## config.mk

```make
export PLATFORM = sky130hd
export DESIGN_NAME = pixel_mixer_flat
export DESIGN_NICKNAME = d
export VERILOG_FILES = /design/src/rtl/pixel_mixer_if.sv /design/src/rtl/pixel_mixer.sv /design/src/flat_wrapper.sv
export SDC_FILE = /design/constraint.sdc
export NUM_CORES = 1
export LEC_CHECK = 0
export CORE_AREA = 5 5 79 81
export CTS_CLUSTER_SIZE = 8
export DETAILED_ROUTE_END_ITERATION = 8
export DIE_AREA = 0 0 84 86
export GPL_TIMING_DRIVEN = 0
export PLACE_DENSITY = 0.73
export SLEW_MARGIN = 40
export SYNTH_ARGS = -nofsm -noshare
export SYNTH_HDL_FRONTEND = slang
export SYNTH_SLANG_ARGS = --single-unit
```

## constraint.sdc

```tcl
create_clock -name clk_in -period 4.2 [get_ports clk_in]
set_input_delay 1.26 -clock clk_in [delete_from_list [all_inputs] [get_ports clk_in]]
set_output_delay 1.26 -clock clk_in [all_outputs]
set_load 0.05 [all_outputs]
```

## src/rtl/pixel_mixer_if.sv

```systemverilog
// Read side of the background/sprite pixel FIFOs as seen by the pixel mixer.
// The mixer is the master (it issues pop_out); the FIFO pair is the slave.
interface pixel_mixer_if;
    logic       pop_out;
    logic [1:0] bg_pixel_in;
    logic       bg_valid_in;
    logic [1:0] sprite_pixel_in;
    logic       sprite_valid_in;
    logic       sprite_palette_in;
    logic       sprite_priority_in;

    modport master (
        output pop_out,
        input  bg_pixel_in, bg_valid_in,
        input  sprite_pixel_in, sprite_valid_in, sprite_palette_in, sprite_priority_in
    );

    modport slave (
        input  pop_out,
        output bg_pixel_in, bg_valid_in,
        output sprite_pixel_in, sprite_valid_in, sprite_palette_in, sprite_priority_in
    );
endinterface

```

## src/rtl/pixel_mixer.sv

```systemverilog
// Mode-3 pixel mixer: pops BG/sprite FIFOs, drops fine-scroll pixels, resolves priority,
// maps through DMG palettes and emits one shade per screen X with end-of-line pulse.
module pixel_mixer #(
    parameter int X_MAX = 160,
    parameter int Y_MAX = 144
) (
    input  logic                     clk_in,
    input  logic                     rst_in,
    input  logic                     tclk_in,
    input  logic                     line_start_in,
    input  logic [7:0]               LY_in,
    input  logic [7:0]               SCX_in,
    input  logic                     bg_ena_in,
    input  logic                     sprite_ena_in,
    input  logic                     stall_in,
    pixel_mixer_if.master            fifo,
    input  logic [7:0]               BGP_in,
    input  logic [7:0]               OBP0_in,
    input  logic [7:0]               OBP1_in,
    output logic [$clog2(X_MAX)-1:0] X_out,
    output logic [1:0]               lcd_pixel_out,
    output logic [$clog2(X_MAX)-1:0] lcd_x_out,
    output logic [7:0]               lcd_y_out,
    output logic                     lcd_valid_out,
    output logic                     line_done_out
);
    localparam int XW = $clog2(X_MAX);
    localparam int PW = $clog2(X_MAX + 8);

    typedef enum logic [1:0] {IDLE, DISCARD, DRAW, DONE} state_t;

    state_t          r_state;
    logic [7:0]      r_ly;
    logic [2:0]      r_discard;
    logic [PW-1:0]   r_pops_left;
    logic [XW-1:0]   r_x;
    logic [1:0]      r_pix_p1;
    logic [XW-1:0]   r_x_p1;
    logic            r_vld_p1;
    logic            r_done_p1;

    logic            w_start;
    logic            w_pop;
    logic [1:0]      w_shade;

    function automatic logic [1:0] pal_lookup(input logic [7:0] pal, input logic [1:0] idx);
        case (idx)
            2'd0:    return pal[1:0];
            2'd1:    return pal[3:2];
            2'd2:    return pal[5:4];
            default: return pal[7:6];
        endcase
    endfunction

    // A sprite with the behind-BG flag only shows through BG colour index 0.
    function automatic logic [1:0] mix_shade(
        input logic [1:0] bg_pix, input logic bg_ena,
        input logic [1:0] sp_pix, input logic sp_vld, input logic sp_ena,
        input logic sp_pal, input logic sp_prio,
        input logic [7:0] bgp, input logic [7:0] obp0, input logic [7:0] obp1
    );
        logic [1:0] bidx;
        logic [1:0] sidx;
        bidx = bg_ena ? bg_pix : 2'd0;
        sidx = (sp_vld && sp_ena) ? sp_pix : 2'd0;
        if (sidx != 2'd0 && (!sp_prio || bidx == 2'd0))
            return pal_lookup(sp_pal ? obp1 : obp0, sidx);
        else if (!bg_ena)
            return 2'b00;
        else
            return pal_lookup(bgp, bidx);
    endfunction

    assign w_start = line_start_in && (LY_in < 8'(Y_MAX));
    assign w_pop   = tclk_in && (r_state == DISCARD || r_state == DRAW) && !stall_in
                     && (r_pops_left != '0);
    assign w_shade = mix_shade(fifo.bg_pixel_in, bg_ena_in,
                               fifo.sprite_pixel_in, fifo.sprite_valid_in, sprite_ena_in,
                               fifo.sprite_palette_in, fifo.sprite_priority_in,
                               BGP_in, OBP0_in, OBP1_in);

    assign fifo.pop_out  = w_pop;
    assign X_out         = r_x;
    assign lcd_pixel_out = r_pix_p1;
    assign lcd_x_out     = r_x_p1;
    assign lcd_y_out     = r_ly;
    assign lcd_valid_out = r_vld_p1;
    assign line_done_out = r_done_p1;

    always_ff @(posedge clk_in or negedge rst_in) begin
        if (!rst_in) begin
            r_state     <= IDLE;
            r_ly        <= '0;
            r_discard   <= '0;
            r_pops_left <= '0;
            r_x         <= '0;
            r_pix_p1    <= '0;
            r_x_p1      <= '0;
            r_vld_p1    <= 1'b0;
            r_done_p1   <= 1'b0;
        end else begin
            r_vld_p1  <= 1'b0;
            r_done_p1 <= 1'b0;
            if (w_pop)
                r_pops_left <= r_pops_left - 1'b1;
            // A new line start overrides whatever the current line was doing.
            if (w_start) begin
                r_ly        <= LY_in;
                r_discard   <= SCX_in[2:0];
                r_pops_left <= PW'(X_MAX) + PW'(SCX_in[2:0]);
                r_x         <= '0;
                r_state     <= (SCX_in[2:0] != 3'd0) ? DISCARD : DRAW;
            end else begin
                case (r_state)
                    DISCARD: if (fifo.bg_valid_in) begin
                        r_discard <= r_discard - 3'd1;
                        if (r_discard == 3'd1)
                            r_state <= DRAW;
                    end
                    DRAW: if (fifo.bg_valid_in) begin
                        // ---- stage p1: registered LCD output ----
                        r_pix_p1 <= w_shade;
                        r_x_p1   <= r_x;
                        r_vld_p1 <= 1'b1;
                        if (r_x == XW'(X_MAX - 1)) begin
                            r_done_p1 <= 1'b1;
                            r_state   <= DONE;
                        end else begin
                            r_x <= r_x + 1'b1;
                        end
                    end
                    DONE:    r_state <= IDLE;
                    default: r_state <= IDLE;
                endcase
            end
        end
    end
endmodule

```

## src/flat_wrapper.sv

```systemverilog
// flat-port wrapper written by rule: the top's interface ports become plain ports
module pixel_mixer_flat 
#(
    parameter int X_MAX = 160,
    parameter int Y_MAX = 144
)
  (clk_in, rst_in, tclk_in, line_start_in, LY_in, SCX_in, bg_ena_in, sprite_ena_in, stall_in, BGP_in, OBP0_in, OBP1_in, X_out, lcd_pixel_out, lcd_x_out, lcd_y_out, lcd_valid_out, line_done_out, fifo_pop_out, fifo_bg_pixel_in, fifo_bg_valid_in, fifo_sprite_pixel_in, fifo_sprite_valid_in, fifo_sprite_palette_in, fifo_sprite_priority_in);
  pixel_mixer_if fifo_i ();
  input  logic clk_in;
  input  logic rst_in;
  input  logic tclk_in;
  input  logic line_start_in;
  input  logic [7:0] LY_in;
  input  logic [7:0] SCX_in;
  input  logic bg_ena_in;
  input  logic sprite_ena_in;
  input  logic stall_in;
  input  logic [7:0] BGP_in;
  input  logic [7:0] OBP0_in;
  input  logic [7:0] OBP1_in;
  output logic [$clog2(X_MAX)-1:0] X_out;
  output logic [1:0] lcd_pixel_out;
  output logic [$clog2(X_MAX)-1:0] lcd_x_out;
  output logic [7:0] lcd_y_out;
  output logic lcd_valid_out;
  output logic line_done_out;
  output wire logic [$bits(fifo_i.pop_out)-1:0] fifo_pop_out;
  input wire logic [$bits(fifo_i.bg_pixel_in)-1:0] fifo_bg_pixel_in;
  input wire logic [$bits(fifo_i.bg_valid_in)-1:0] fifo_bg_valid_in;
  input wire logic [$bits(fifo_i.sprite_pixel_in)-1:0] fifo_sprite_pixel_in;
  input wire logic [$bits(fifo_i.sprite_valid_in)-1:0] fifo_sprite_valid_in;
  input wire logic [$bits(fifo_i.sprite_palette_in)-1:0] fifo_sprite_palette_in;
  input wire logic [$bits(fifo_i.sprite_priority_in)-1:0] fifo_sprite_priority_in;
  assign fifo_pop_out = fifo_i.pop_out;
  assign fifo_i.bg_pixel_in = fifo_bg_pixel_in;
  assign fifo_i.bg_valid_in = fifo_bg_valid_in;
  assign fifo_i.sprite_pixel_in = fifo_sprite_pixel_in;
  assign fifo_i.sprite_valid_in = fifo_sprite_valid_in;
  assign fifo_i.sprite_palette_in = fifo_sprite_palette_in;
  assign fifo_i.sprite_priority_in = fifo_sprite_priority_in;
  pixel_mixer #(.X_MAX(X_MAX), .Y_MAX(Y_MAX)) u_core (.clk_in(clk_in), .rst_in(rst_in), .tclk_in(tclk_in), .line_start_in(line_start_in), .LY_in(LY_in), .SCX_in(SCX_in), .bg_ena_in(bg_ena_in), .sprite_ena_in(sprite_ena_in), .stall_in(stall_in), .fifo(fifo_i), .BGP_in(BGP_in), .OBP0_in(OBP0_in), .OBP1_in(OBP1_in), .X_out(X_out), .lcd_pixel_out(lcd_pixel_out), .lcd_x_out(lcd_x_out), .lcd_y_out(lcd_y_out), .lcd_valid_out(lcd_valid_out), .line_done_out(line_done_out));
endmodule
```

==> flow_summary.yaml, run 1 <==
floorplanning:
  fp.dieH_um: 86
  boundaryPins: 84
  initial_cell_density_of_the_core_pct: 39.1
  core.rowCount: 27
  full_die_area_mm2: 0.00722
  floorplan.die.width_um: 84
  coreArea_mm2: 0.00541
drt:
  detail_route.iter0.violations: 99
  antenna_left: 0
  post_drt_via_cell_ratio: 4.98
  avgRoutedWirePerCell_um: 14.7
  drtPass1Iterations: 4
  drt-total-wl_mm: 5.47
  drt_drc_violations_left: 0
  via_total_after_detailed_routing: 1848
synthesis:
  synthesis.nets: 279
  synth_flop_cell: "sky130_fd_sc_hd__dfrtp_1"
  synth.cell_area_mm2: 0.00211
  post_synth_inst_count: 217
  syn_avg_cell_area_um2: 9.73
  ys_seq_elements: 41
  synth-edff-count: 0
  synth.distinct_cells: 41
  postSynth.asyncResetShare_pct: 100
  ys_warn_count: 0
  portion_of_the_post_synthesis_area_used_by_sequential_elements_pct: 48.6
timing:
  setup-tns-final_ns: 0
  timing.final.crit_share_pct: 97.1
  max_freq_mhz: 245
  layout_setup_ws_ns: 0.124
  max_slew.worst_pin.slew_ns: 0.650
  finalClockSkew_ns: 0.00667
  hold_violations: 0
  period_minus_slack_ns: 4.08
  timing.slew.headroom_pct: 56.6
  grt_setup_unrepaired: "false"
  setup-violations-final: 0
  maxSlewViolCount: 0
cts:
  clock-root-buffer: "sky130_fd_sc_hd__clkbuf_8"
  postCtsHoldBufs: 0
  cts_setup_buffers: 0
  tritoncts_clock_tree: "done"
  cts_htree_levels: 2
  clock_sinks: 41
  max-clock-path-buffers: 2
  clk-insertion-delay-late_ns: 0.30
  worst_setup_hold_path_clk_slew_ns: 0.08
  cts_buffers: 5
critical_path:
  setup.worst_path.start_class: "input pin"
  minimum_setup_slack_among_reg_to_reg_paths_ns: 2.09
  setup.worst_path.class: "in2out"
  crit_required_ns: 2.94
  critPathArrivalTime_ns: 2.82
  endpoint_kind: "output port"
  critical_path.max_fanout: 6
final_layout:
  n_antenna_cell: 0
  layout-drive-gt1-share_pct: 9.03
  final_core_utilization_pct: 55.9
  layout.filler_cells: 512
  design_area_mm2: 0.00302
  syn_to_final_growth_pct: 43.1
  final_nets: 360
grt:
  grt_pass1_wl_mm: 9.11
  first_global_vias: 1909
  grtUsageTotal_pct: 15.7
  total_global_routing_overflow: 0
  maximum_number_of_pins_on_one_net_before_global_route_repair: 42
  grt_antenna_before_repair: 0
run:
  drv.max_cap_violation_count: 0
placed_design:
  place_worst_setup_slack_ns: -0.419
  io_buffers: 74
  placed_cell_area_mm2: 0.00294
  final_weighted_congestion_in_routability_driven_placement: 0.796
  hpwl_mm: 4.20
power_and_ir_drop:
  peakVddDrop_v: 0.000256
  totalPowerFinal_mw: 1.32
  power_density_mw_per_mm2: 435
  total_leakage_power_nw: 1.30
status:
  status: "completed"
min_path:
  hold_path.class: "reg2reg"
-- timing repair --
action	4_1_cts	5_1_grt
resized for setup	3	2
cloned	0	0
endpoints found under the setup margin	1	1
-- state kept, by name (all words and copies together) (netlist names) --
name,cells
u_core.lcd_pixel_out,2
u_core.r_discard,3
u_core.r_pops_left,8
u_core.lcd_y_out,8
u_core.line_done_out,1
u_core.X_out,8
u_core.r_state,2
u_core.lcd_valid_out,1
u_core.lcd_x_out,8
-- per-layer routing --
metal / track usage [%] / share of wire [%] / wire [µm] / up-vias
li1: - / - / - / 923
met2: 27.6 / 49 / 2680 / 48
met5: 0 / 0 / 0 / -
met4: 3.95 / 1.0 / 57 / 0
met1: 18.8 / 44 / 2420 / 871
met3: 4.80 / 5.7 / 313 / 6
-- power by group --
group	total (mW)	switching [mW]	leakage [nW]	internal, mW
clock	0.262	0.145	0.0374	0.117
sequential	0.519	0.0522	0.528	0.467
combinational	0.535	0.319	0.730	0.216
-- final timing paths --
| kind | cells past startpoint | endpoint | startpoint |
|---|---|---|---|
| max | 4 | fifo_pop_out | tclk_in |
| min reg2reg | 2 | u_core.lcd_y_out[0]$_DFFE_PN0P_ | u_core.lcd_y_out[0]$_DFFE_PN0P_ |
| min | 2 | u_core.lcd_y_out[0]$_DFFE_PN0P_ | u_core.lcd_y_out[0]$_DFFE_PN0P_ |
| min in group asynchronous | 1 | u_core.lcd_y_out[4]$_DFFE_PN0P_ | rst_in |
| max reg2reg | 7 | u_core.r_pops_left[7]$_DFFE_PN0P_ | u_core.r_state[0]$_DFFE_PN0P_ |
| max in group asynchronous | 1 | u_core.lcd_x_out[5]$_DFFE_PN0P_ | rst_in |
-- placed cells by master (no fill, tap or decap), types with 5 or more instances in the layout --
cell                              synthesis  layout
sky130_fd_sc_hd__a21oi_1                 13      13
sky130_fd_sc_hd__clkbuf_8                 0       5
sky130_fd_sc_hd__clkdlybuf4s50_1          0      72
sky130_fd_sc_hd__dfrtp_1                 41      41
sky130_fd_sc_hd__ha_1                     7       7
sky130_fd_sc_hd__inv_1                    9       9
sky130_fd_sc_hd__mux2_2                   8       8
sky130_fd_sc_hd__nand2_1                 32      32
sky130_fd_sc_hd__nand3_1                  6       6
sky130_fd_sc_hd__nor2_1                  21      21
sky130_fd_sc_hd__nor3_1                   6       6
sky130_fd_sc_hd__o21ai_0                 13      13
sky130_fd_sc_hd__xnor2_1                  6       6
sky130_fd_sc_hd__xor2_1                   8       8
-- area by class of cell --
| class | instances | area (µm²) | share of cell area, % |
|---|---|---|---|
| multi-input cells | 162 | 1030 | 34.1 |
| flip-flops and latches | 41 | 1030 | 33.9 |
| repair buffers | 74 | 733 | 24.3 |
| well taps | 72 | 90.1 | 2.98 |
| clock buffers | 6 | 72.6 | 2.40 |
| inverters | 9 | 33.8 | 1.12 |
| plain buffers | 5 | 21.3 | 0.704 |
| clock inverters | 2 | 15.0 | 0.497 |
-- kinds of logic (layout without fill, tap and decap cells) --
kind of cell               count (synthesis)  count (layout)  share of synthesized area (%)
and+or+nand+nor                           86              86                           19.4
AOI/OAI and AO/OA                         42              42                           12.7
DFF                                       41              41                           48.6
xor gates and xnor gates                  14              14                           5.81
buffers and inverters                     14              96                           2.61
muxes                                     13              13                           6.69
adders and majority gates                  7               7                           4.15
-- worst max-delay path, cell delays in order --
cell and delay (ns):
sky130_fd_sc_hd__clkdlybuf4s50_1 0.45, sky130_fd_sc_hd__or3b_2 0.53, sky130_fd_sc_hd__a31oi_4 0.26, sky130_fd_sc_hd__buf_2 0.31
-- cell usage after synthesis (all sizes together), types with 2 or more instances --
master	count	area share, %
xor2	8	3.3
nand3b	2	0.71
buf	3	0.65
a31oi	3	1.6
nor3b	3	1.1
o22ai	4	1.2
nand4	3	0.89
and3	4	1.2
mux2i	4	1.9
dfrtp	41	49
ha	7	4.1
a21oi	13	3.1
xnor2	6	2.5
nor2	21	3.7
clkbuf	2	0.36
nand3	6	1.4
o211ai	3	1.1
mux2	9	4.8
nand2	33	6.0
inv	9	1.6
nor3	7	1.9
o21ai	14	3.3
or4	2	0.89
-- metrics by stage --
step | hold WS, ns | std cells
after floorplan | 0.484 | 217
after global placement | 0.458 | 363
after detailed placement | 0.466 | 363
after CTS | 0.487 | 371
after global routing | 0.535 | 371
final | 0.482 | 371
Note: power is estimated with default switching activity, not from simulation.
==> run 2: changes to the inputs <==
Settings changed: CORE_AREA 5 5 79 81 to 5 5 100 65, DIE_AREA 0 0 84 86 to 0 0 105 70, PLACE_DENSITY 0.73 to 0.78.
==> run 2 against run 1 <==
  * Worst hold slack got worse by 0.0029 ns
  * Combinational power decreased by 1%
  * Largest cell class unchanged
  * Sequential power about the same
==> flow_summary.yaml, run 2 (synthesis gave the netlist of run 1 again) <==
status:
  status: "completed"
cts:
  cts_htree_levels: 2
  clk-insertion-delay-late_ns: 0.29
  clock_sinks: 41
  clock-root-buffer: "sky130_fd_sc_hd__clkbuf_8"
  postCtsHoldBufs: 0
  worst_setup_hold_path_clk_slew_ns: 0.08
  tritoncts_clock_tree: "done"
  cts_setup_buffers: 0
  max-clock-path-buffers: 2
  cts_buffers: 5
  cts_resized: 3
grt:
  total_global_routing_overflow: 0
  grt_pass1_wl_mm: 9.52
  grt_antenna_before_repair: 0
  first_global_vias: 2008
  maximum_number_of_pins_on_one_net_before_global_route_repair: 42
  grtUsageTotal_pct: 15.6
placed_design:
  hpwl_mm: 4.18
  io_buffers: 74
  final_weighted_congestion_in_routability_driven_placement: 0.769
  place_worst_setup_slack_ns: -0.422
drt:
  post_drt_via_cell_ratio: 5.08
  drt_drc_violations_left: 0
  avgRoutedWirePerCell_um: 14.7
  antenna_left: 0
  drtPass1Iterations: 4
  drt-total-wl_mm: 5.40
  via_total_after_detailed_routing: 1869
  detail_route.iter0.violations: 71
timing:
  finalClockSkew_ns: 0.00450
  layout_setup_ws_ns: 0.108
  maxSlewViolCount: 0
  timing.slew.headroom_pct: 61.7
  hold_violations: 0
  setup-violations-final: 0
  setup-tns-final_ns: 0
  timing.final.crit_share_pct: 97.4
  grt_setup_unrepaired: "false"
  period_minus_slack_ns: 4.09
  max_freq_mhz: 244
  max_slew.worst_pin.slew_ns: 0.573
final_layout:
  final_core_utilization_pct: 56.4
  n_antenna_cell: 0
  syn_to_final_growth_pct: 44.5
  layout-drive-gt1-share_pct: 9.36
  layout_commonest_cell: "sky130_fd_sc_hd__clkdlybuf4s50_1"
  most-common-layout-cells: "72 x sky130_fd_sc_hd__clkdlybuf4s50_1, 41 x sky130_fd_sc_hd__dfrtp_1, 32 x sky130_fd_sc_hd__nand2_1"
  multiInputGateArea_mm2: 0.00103
  layout.filler_cells: 513
  final_nets: 360
  area.sequential_mm2: 0.00103
critical_path:
  critical_path.max_fanout: 6
  crit_required_ns: 2.94
  crit_path_cell_trace: "clkdlybuf4s50_1 -> or3b_2 -> a31oi_4 -> buf_2"
  endpoint_kind: "output port"
  setup.worst_path.start_class: "input pin"
  critical-path-slowest-cell: "sky130_fd_sc_hd__or3b_2"
  buffers_inverters_on_critical_path: 2
  critPathArrivalTime_ns: 2.83
  setup.worst_path.class: "in2out"
  cp_slowest_stage_delay_ns: 0.53
  cp_top_family: "buffers and inverters"
min_path:
  hold_path.class: "reg2reg"
floorplanning:
  floorplan.die.width_um: 105
  full_die_area_mm2: 0.00735
  core.rowCount: 21
  boundaryPins: 84
  fp.dieH_um: 70
  initial_cell_density_of_the_core_pct: 39.0
  coreArea_mm2: 0.00541
power_and_ir_drop:
  power_density_mw_per_mm2: 451
  totalPowerFinal_mw: 1.38
  peakVddDrop_v: 0.000327
  total_leakage_power_nw: 1.32
run:
  drv.max_cap_violation_count: 0
[run 2: changes by cell type in the layout (fill, tap and decap cells not counted), sizes merged]
cell      delta
bufinv       +1
clkinvlp     -1
[run 2: metal layers]
layer  up-vias  wire length [µm]  track usage, %
met2        53              2350            23.5
met5         -                 0               0
li1        915                 -               -
met4         0                55            4.26
met3         7               402            5.99
met1       894              2590            20.9
[run 2: metrics by stage]
step           area [µm²]  hold WS, ns  cells
2_1_floorplan        2110        0.484    217
3_3_place_gp         2940        0.457    360
3_5_place_dp         2940        0.464    360
4_1_cts              3060        0.484    368
5_1_grt              3050        0.498    368
6_report             3050        0.479    368
[run 2: worst paths after layout]
| kind | start | to | depth (start not counted) | slack (ns) |
|---|---|---|---|---|
| worst max-delay path | tclk_in | fifo_pop_out | 4 | 0.11 |
| min in group asynchronous | rst_in | u_core.lcd_y_out[3]$_DFFE_PN0P_ | 1 | 0.93 |
| worst min-delay path | u_core.lcd_y_out[0]$_DFFE_PN0P_ | u_core.lcd_y_out[0]$_DFFE_PN0P_ | 2 | 0.48 |
| worst min register to register | u_core.lcd_y_out[0]$_DFFE_PN0P_ | u_core.lcd_y_out[0]$_DFFE_PN0P_ | 2 | 0.48 |
| max in group asynchronous | rst_in | u_core.lcd_x_out[5]$_DFFE_PN0P_ | 1 | 2.91 |
| worst max register to register | u_core.r_state[0]$_DFFE_PN0P_ | u_core.r_pops_left[7]$_DFFE_PN0P_ | 7 | 2.11 |
[run 2: area by class of cell]
cell class | count | area share [%]
Clock inverter | 2 | 1.23
Clock buffer | 6 | 2.71
Multi-Input combinational cell | 162 | 33.8
Timing Repair Buffer | 74 | 24.0
Buffer | 5 | 0.697
Tap cell | 69 | 2.83
Sequential cell | 41 | 33.6
Inverter | 9 | 1.11
[run 2: power by group]
group,internal [mW],switching (mW)
Clock,0.193,0.138
Sequential,0.467,0.0499
Combinational,0.215,0.314
Total,0.875,0.503
[run 2: worst reg2reg max path, cell delays in order (launching register included)]
cell and delay, ns:
sky130_fd_sc_hd__dfrtp_1 0.36, sky130_fd_sc_hd__inv_1 0.06, sky130_fd_sc_hd__ha_1 0.30, sky130_fd_sc_hd__or3b_2 0.56, sky130_fd_sc_hd__a211oi_2 0.33, sky130_fd_sc_hd__nand3b_1 0.13
sky130_fd_sc_hd__xor2_1 0.16, sky130_fd_sc_hd__nand2_1 0.06
